<file path="config.mk">
export PLATFORM = sky130hd
export DESIGN_NAME = t08_lcd_cmd_seq
export DESIGN_NICKNAME = d
export VERILOG_FILES = /design/src/rtl/t08_lcd_cmd_seq.sv
export SDC_FILE = /design/constraint.sdc
export NUM_CORES = 1
export LEC_CHECK = 0
export BUFFER_PORTS_ARGS = -buffer_cell sky130_fd_sc_hd__buf_2
export CAP_MARGIN = 0
export CORE_ASPECT_RATIO = 1.1
export CORE_MARGIN = 3
export CORE_UTILIZATION = 50
export CTS_BUF_LIST = sky130_fd_sc_hd__clkbuf_16
export DETAILED_ROUTE_END_ITERATION = 10
export PLACE_DENSITY = 0.7
export SYNTH_ARGS = -nofsm -noshare
export SYNTH_HDL_FRONTEND = slang
export SYNTH_SLANG_ARGS = --single-unit
</file>
<file path="constraint.sdc">
create_clock -name clk -period 9.6 [get_ports clk]
set_clock_uncertainty 0.1 [all_clocks]
set_input_delay 1.44 -clock clk [delete_from_list [all_inputs] [get_ports clk]]
set_output_delay 1.44 -clock clk [all_outputs]
set_load 0.05 [all_outputs]
</file>
<file path="src/rtl/t08_lcd_cmd_seq.sv">
// rtl/t08_lcd_cmd_seq.sv - LCD power-up and rectangle-fill command sequencer feeding the 8080-style bus driver
module t08_lcd_cmd_seq #(
  parameter int unsigned DELAY_CYCLES = 1200000,
  parameter int unsigned PIX_W        = 16
) (
  input  logic             clk,
  input  logic             nrst,
  input  logic             start_init,
  output logic             init_done,
  input  logic             fill_req,
  input  logic [PIX_W-1:0] fill_x0,
  input  logic [PIX_W-1:0] fill_x1,
  input  logic [PIX_W-1:0] fill_y0,
  input  logic [PIX_W-1:0] fill_y1,
  input  logic [PIX_W-1:0] fill_color,
  output logic             fill_ready,
  output logic             fill_done,
  output logic             fill_err,
  output logic [31:0]      spi_inputs,
  output logic             spi_enable_command,
  output logic             spi_enable_parameter,
  output logic             spi_readwrite,
  input  logic             spi_busy
);

  typedef enum logic [2:0] {
    ST_IDLE,
    ST_CMD,
    ST_PARAM,
    ST_WAIT_HI,
    ST_WAIT_LO,
    ST_DELAY
  } state_t;

  localparam logic [2:0] STEP_SWRESET = 3'd0;
  localparam logic [2:0] STEP_SLPOUT  = 3'd1;
  localparam logic [2:0] STEP_COLMOD  = 3'd2;
  localparam logic [2:0] STEP_DISPON  = 3'd3;
  localparam logic [2:0] STEP_CASET   = 3'd4;
  localparam logic [2:0] STEP_RASET   = 3'd5;
  localparam logic [2:0] STEP_PIXEL   = 3'd6;

  // DELAY lasts load+1 cycles, so loading N-1 gives exactly N idle clocks
  localparam logic [23:0] DLY_LOAD = 24'(DELAY_CYCLES - 1);

  state_t           state_q, state_d;
  logic [2:0]       step_q, step_d;
  logic [23:0]      dly_q, dly_d;
  logic [31:0]      words_q, words_d;
  logic             first_q, first_d;
  logic [PIX_W-1:0] x0_q, x0_d, x1_q, x1_d, y0_q, y0_d, y1_q, y1_d, color_q, color_d;
  logic             init_done_q, init_done_d;
  logic             fill_done_q, fill_done_d;
  logic             fill_err_q, fill_err_d;
  logic [31:0]      spi_data_q, spi_data_d;

  logic [PIX_W:0]   win_w, win_h;
  logic [31:0]      pix_count;
  logic [31:0]      pix_words;
  logic             cmd_only;
  logic             bad_bounds;
  logic [7:0]       cmd_byte;

  // Window size and number of two-pixel parameter words for the latched fill
  always_comb begin
    win_w     = {1'b0, x1_q} - {1'b0, x0_q} + 1'b1;
    win_h     = {1'b0, y1_q} - {1'b0, y0_q} + 1'b1;
    pix_count = 32'(win_w) * 32'(win_h);
    pix_words = 32'((33'(pix_count) + 33'd1) >> 1);
  end

  // State register and datapath registers
  always_ff @(posedge clk) begin
    if (!nrst) begin
      state_q     <= ST_IDLE;
      step_q      <= STEP_SWRESET;
      dly_q       <= '0;
      words_q     <= '0;
      first_q     <= 1'b0;
      x0_q        <= '0;
      x1_q        <= '0;
      y0_q        <= '0;
      y1_q        <= '0;
      color_q     <= '0;
      init_done_q <= 1'b0;
      fill_done_q <= 1'b0;
      fill_err_q  <= 1'b0;
      spi_data_q  <= '0;
    end else begin
      state_q     <= state_d;
      step_q      <= step_d;
      dly_q       <= dly_d;
      words_q     <= words_d;
      first_q     <= first_d;
      x0_q        <= x0_d;
      x1_q        <= x1_d;
      y0_q        <= y0_d;
      y1_q        <= y1_d;
      color_q     <= color_d;
      init_done_q <= init_done_d;
      fill_done_q <= fill_done_d;
      fill_err_q  <= fill_err_d;
      spi_data_q  <= spi_data_d;
    end
  end

  // Next-state: transaction handshake, step sequencing and bus word selection
  always_comb begin
    state_d     = state_q;
    step_d      = step_q;
    dly_d       = dly_q;
    words_d     = words_q;
    first_d     = first_q;
    x0_d        = x0_q;
    x1_d        = x1_q;
    y0_d        = y0_q;
    y1_d        = y1_q;
    color_d     = color_q;
    init_done_d = init_done_q;
    fill_done_d = 1'b0;
    fill_err_d  = 1'b0;
    spi_data_d  = spi_data_q;
    cmd_byte    = 8'h00;

    cmd_only   = (step_q == STEP_SWRESET) || (step_q == STEP_SLPOUT) || (step_q == STEP_DISPON);
    bad_bounds = (fill_x1 < fill_x0) || (fill_y1 < fill_y0);

    case (state_q)
      ST_IDLE: begin
        // Launch goes through a zero-length DELAY so the first command still waits for an idle bus
        if (start_init) begin
          init_done_d = 1'b0;
          step_d      = STEP_SWRESET;
          dly_d       = '0;
          state_d     = ST_DELAY;
        end else if (fill_req && init_done_q) begin
          x0_d    = fill_x0;
          x1_d    = fill_x1;
          y0_d    = fill_y0;
          y1_d    = fill_y1;
          color_d = fill_color;
          if (bad_bounds) begin
            fill_err_d = 1'b1;
          end else begin
            step_d  = STEP_CASET;
            dly_d   = '0;
            state_d = ST_DELAY;
          end
        end
      end
      ST_CMD:     state_d = cmd_only ? ST_WAIT_HI : ST_PARAM;
      ST_PARAM:   state_d = ST_WAIT_HI;
      ST_WAIT_HI: if (spi_busy) state_d = ST_WAIT_LO;
      ST_WAIT_LO: begin
        if (!spi_busy) begin
          case (step_q)
            STEP_SWRESET: begin
              step_d  = STEP_SLPOUT;
              dly_d   = DLY_LOAD;
              state_d = ST_DELAY;
            end
            STEP_SLPOUT: begin
              step_d  = STEP_COLMOD;
              dly_d   = DLY_LOAD;
              state_d = ST_DELAY;
            end
            STEP_COLMOD: begin
              step_d  = STEP_DISPON;
              state_d = ST_CMD;
            end
            STEP_DISPON: begin
              init_done_d = 1'b1;
              state_d     = ST_IDLE;
            end
            STEP_CASET: begin
              step_d  = STEP_RASET;
              state_d = ST_CMD;
            end
            STEP_RASET: begin
              step_d  = STEP_PIXEL;
              first_d = 1'b1;
              words_d = pix_words;
              state_d = ST_CMD;
            end
            STEP_PIXEL: begin
              if (words_q <= 32'd1) begin
                fill_done_d = 1'b1;
                state_d     = ST_IDLE;
              end else begin
                words_d = words_q - 32'd1;
                first_d = 1'b0;
                state_d = ST_CMD;
              end
            end
            default: state_d = ST_IDLE;
          endcase
        end
      end
      ST_DELAY: begin
        if (dly_q != '0) begin
          dly_d = dly_q - 24'd1;
        end else if (!spi_busy) begin
          state_d = ST_CMD;
        end
      end
      default: state_d = ST_IDLE;
    endcase

    case (step_d)
      STEP_SWRESET: cmd_byte = 8'h01;
      STEP_SLPOUT:  cmd_byte = 8'h11;
      STEP_COLMOD:  cmd_byte = 8'h3A;
      STEP_DISPON:  cmd_byte = 8'h29;
      STEP_CASET:   cmd_byte = 8'h2A;
      STEP_RASET:   cmd_byte = 8'h2B;
      STEP_PIXEL:   cmd_byte = first_d ? 8'h2C : 8'h3C;
      default:      cmd_byte = 8'h00;
    endcase

    // Bus word is registered alongside the strobe so it holds between transactions
    if (state_d == ST_CMD) begin
      spi_data_d = {24'b0, cmd_byte};
    end else if (state_d == ST_PARAM) begin
      case (step_d)
        STEP_COLMOD: spi_data_d = 32'h0000_0055;
        STEP_CASET:  spi_data_d = {x0_q, x1_q};
        STEP_RASET:  spi_data_d = {y0_q, y1_q};
        STEP_PIXEL:  spi_data_d = {color_q, color_q};
        default:     spi_data_d = spi_data_q;
      endcase
    end
  end

  // Outputs decoded from the current state and registered flags
  always_comb begin
    spi_enable_command   = (state_q == ST_CMD);
    spi_enable_parameter = (state_q == ST_PARAM);
    spi_readwrite        = 1'b1;
    spi_inputs           = spi_data_q;
    init_done            = init_done_q;
    fill_ready           = init_done_q && (state_q == ST_IDLE);
    fill_done            = fill_done_q;
    fill_err             = fill_err_q;
  end

endmodule

</file>
==> metrics <==
Total Power=2.30 mW; cell mode on critical path=fa_1; initial antenna violation count=2; GRT Total Usage=27.4%; Hold Crit Class=flop to flop; slack of the worst reg-to-reg path=0.37 ns; most common cell after layout, fill and taps aside=nand2_1; Vias=19,700; Post-synth EDFFs=0; CTS Sinks=178; worst slew pin tran=1.25 ns; layout cell share with drive strength beyond 1=11.4%; period utilization=96.2%; Worst-path clk slew=0.08 ns; slowest CP cell=fa_1; hpwl dp=48.1 mm; worst vdd ir=0.171 mV; Final WS setup=0.367 ns; FILL cells=3,969; Mapped Avg Cell Area=7.96 um^2; syn_nets=3,215; row count=79; Clk Tree Root Cell=clkbuf_16; routing usage on met2=46.3%; Iter 0 DRT Violations=1,504; DP Worst Slack=-0.219 ns; largest net degree at the start of global routing=82; Critical Path Sink Type=flop; first-pass GRT wire length=102 mm; routed length per instance=18.4 um; setup TNS=0 ns; Synth Area in Simple Gates=21.2%; Yosys warnings=0; CP Class=flop to flop; initial core utilization=50.8%; core box area=42,500 um^2; Die H=224 um; DRC=0; I/O pins=124; max-cap viol count=0; Final Slew Violations=0; LEAKAGE=11.1 nW; most frequent cells in the layout=nand2_1 (438), inv_1 (378), fa_1 (225), a21oi_1 (207), ha_1 (193); fmax=108 MHz; Netlist cell types=94; GPL Wtd Cong=0.949; post-route ant nets=0; async set or reset register ratio after synthesis=0%; Compound-Gate Fraction of Synth Area=17.6%; final wirelength=62.2 mm; drt pass-1 iters=6; RSZ-0062 raised after global routing=true; data arrival time of the worst path=9.44 ns; Req. time, crit path=9.81 ns; met3 Track Usage GR=3.58%; ys flop type=dfxtp_1; CTS Buffer Depth=2; Seq/Total Area, Yosys=16.5%; post-synthesis mux area share=0.701%; Num CTS Buffers=17; Synth Register Bits=178; final core utilization=56.1%; Crit Path Max Fanout=13; number of global-route vias before repair=20,000; area of the mapped netlist=21,600 um^2; status=completed; Net count, final=3,304; Clock H-tree levels=4; cell depth of the worst hold path=2; via density per instance=5.81; Slew headroom=16.7%; Pwr Density=96.6 nW/um^2; Synth Area in XOR/XNOR=2.96%; Post-Layout Inst Area=23,800 um^2; TritonCTS clock tree=built; die width=204 um; GRT busiest layer=met2; Post-Synth Adder-Cell Area=32.0%; largest family of logic cells by synthesized area=adder cells; Clock Latency Late Sink=0.45 ns; Final setup viols=0; hold_buf cts=0; CP Buf/Inv Count=7; Global Route met1 Usage=36.1%; die area=45,700 um^2; R2R cell count=34; total grt overflow=0; post-layout min period=9.23 ns; area grow syn2layout=10.3%; cell family with most CP delay=adder cells; DP Area=23,000 um^2; Final Hold Vio Count=0; Critical Path Start Type=flop; slowest stage delay, CP=0.55 ns; synthesized instance count=2,712; Buffers on Ports=122; CP Depth=34
==> kinds of logic (layout without fill, tap and decap cells) <==
logic type,count (synthesis),after routing
simple gates,942,942
compound gates,582,582
buf+inv,503,605
fa+ha+maj,418,418
flops,178,178
xor+xnor,73,73
mux,15,15
other cells,1,2
==> metrics by stage <==
stage          std cells  hold slack (ns)
5_1_grt             3381            0.377
6_report            3382            0.357
3_5_place_dp        3343            0.346
2_1_floorplan       2712            0.332
4_1_cts             3376            0.356
3_3_place_gp        3343            0.345
==> per-layer routing <==
| layer | wire length (um) | part of all wire [%] | vias to the layer above |
|---|---|---|---|
| li1 | - | - | 9223 |
| met4 | 2320 | 3.7 | 2 |
| met5 | 14 | 0.023 | - |
| met1 | 26300 | 42 | 9618 |
| met3 | 3580 | 5.7 | 128 |
| met2 | 30000 | 48 | 692 |
==> path summary, 6_finish.rpt <==
kind                                     to     start
worst max-delay path            words_q[30]   y1_q[1]
worst min-delay path               x0_q[15]  x0_q[15]
worst max register to register  words_q[30]   y1_q[1]
worst min register to register     x0_q[15]  x0_q[15]
==> layout make-up <==
cell class / instances / area [um^2] / area share [%]
Sequential cell: 178 / 3560 / 15.0
Antenna cell: 1 / 2.50 / 0.0105
Tap cell: 567 / 709 / 2.98
Timing Repair Buffer: 194 / 1200 / 5.02
Clock buffer: 17 / 425 / 1.79
Inverter: 379 / 1420 / 5.98
Multi-Input combinational cell: 2031 / 16300 / 68.5
Clock inverter: 15 / 184 / 0.772
==> worst min-delay path: stages (launching register included) <==
cell     delay, ns
dfxtp_1       0.31
nand2_1       0.05
a21oi_1       0.05
==> state kept, by name, summed over array words and instances (netlist names) <==
name	count
color_q	16
dly_q	24
fill_done	1
fill_err	1
first_q	1
init_done	1
spi_inputs	32
state_q	3
step_q	3
words_q	32
x0_q	16
x1_q	16
y0_q	16
y1_q	16
==> what timing repair did <==
action / CTS / global route
gates resized for setup: 2 / 34
pin swaps: 1 / 6
setup endpoints to repair: 8 / 14
buffers inserted: 1 / 5
==> synth_stat cells (16+ instances only) <==
cell      count  area, um^2
a211oi_1     23         173
ha_1        193        2410
inv_1       378        1420
xnor2_1      46         403
nor2_1      106         398
nand2b_1     22         138
nand3_1      46         230
a21o_1       37         278
clkbuf_1    107         402
or3_1        25         156
and2_1      108         676
fa_1        225        4500
a21oi_1     210        1050
nand2_1     438        1640
nor4_1       16         100
xor2_1       27         236
a22o_1       25         219
dfxtp_1     178        3560
nor2b_1      23         144
o211ai_1     16         120
a31oi_1      21         131
o21ai_0     115         576
nor3_1       67         335
==> where the power goes <==
group          switching (mW)  internal [mW]
combinational           0.470          0.262
sequential             0.0648          0.778
clock                   0.351          0.376
total                   0.887           1.42
No activity file was read; power rests on OpenSTA's default activity.
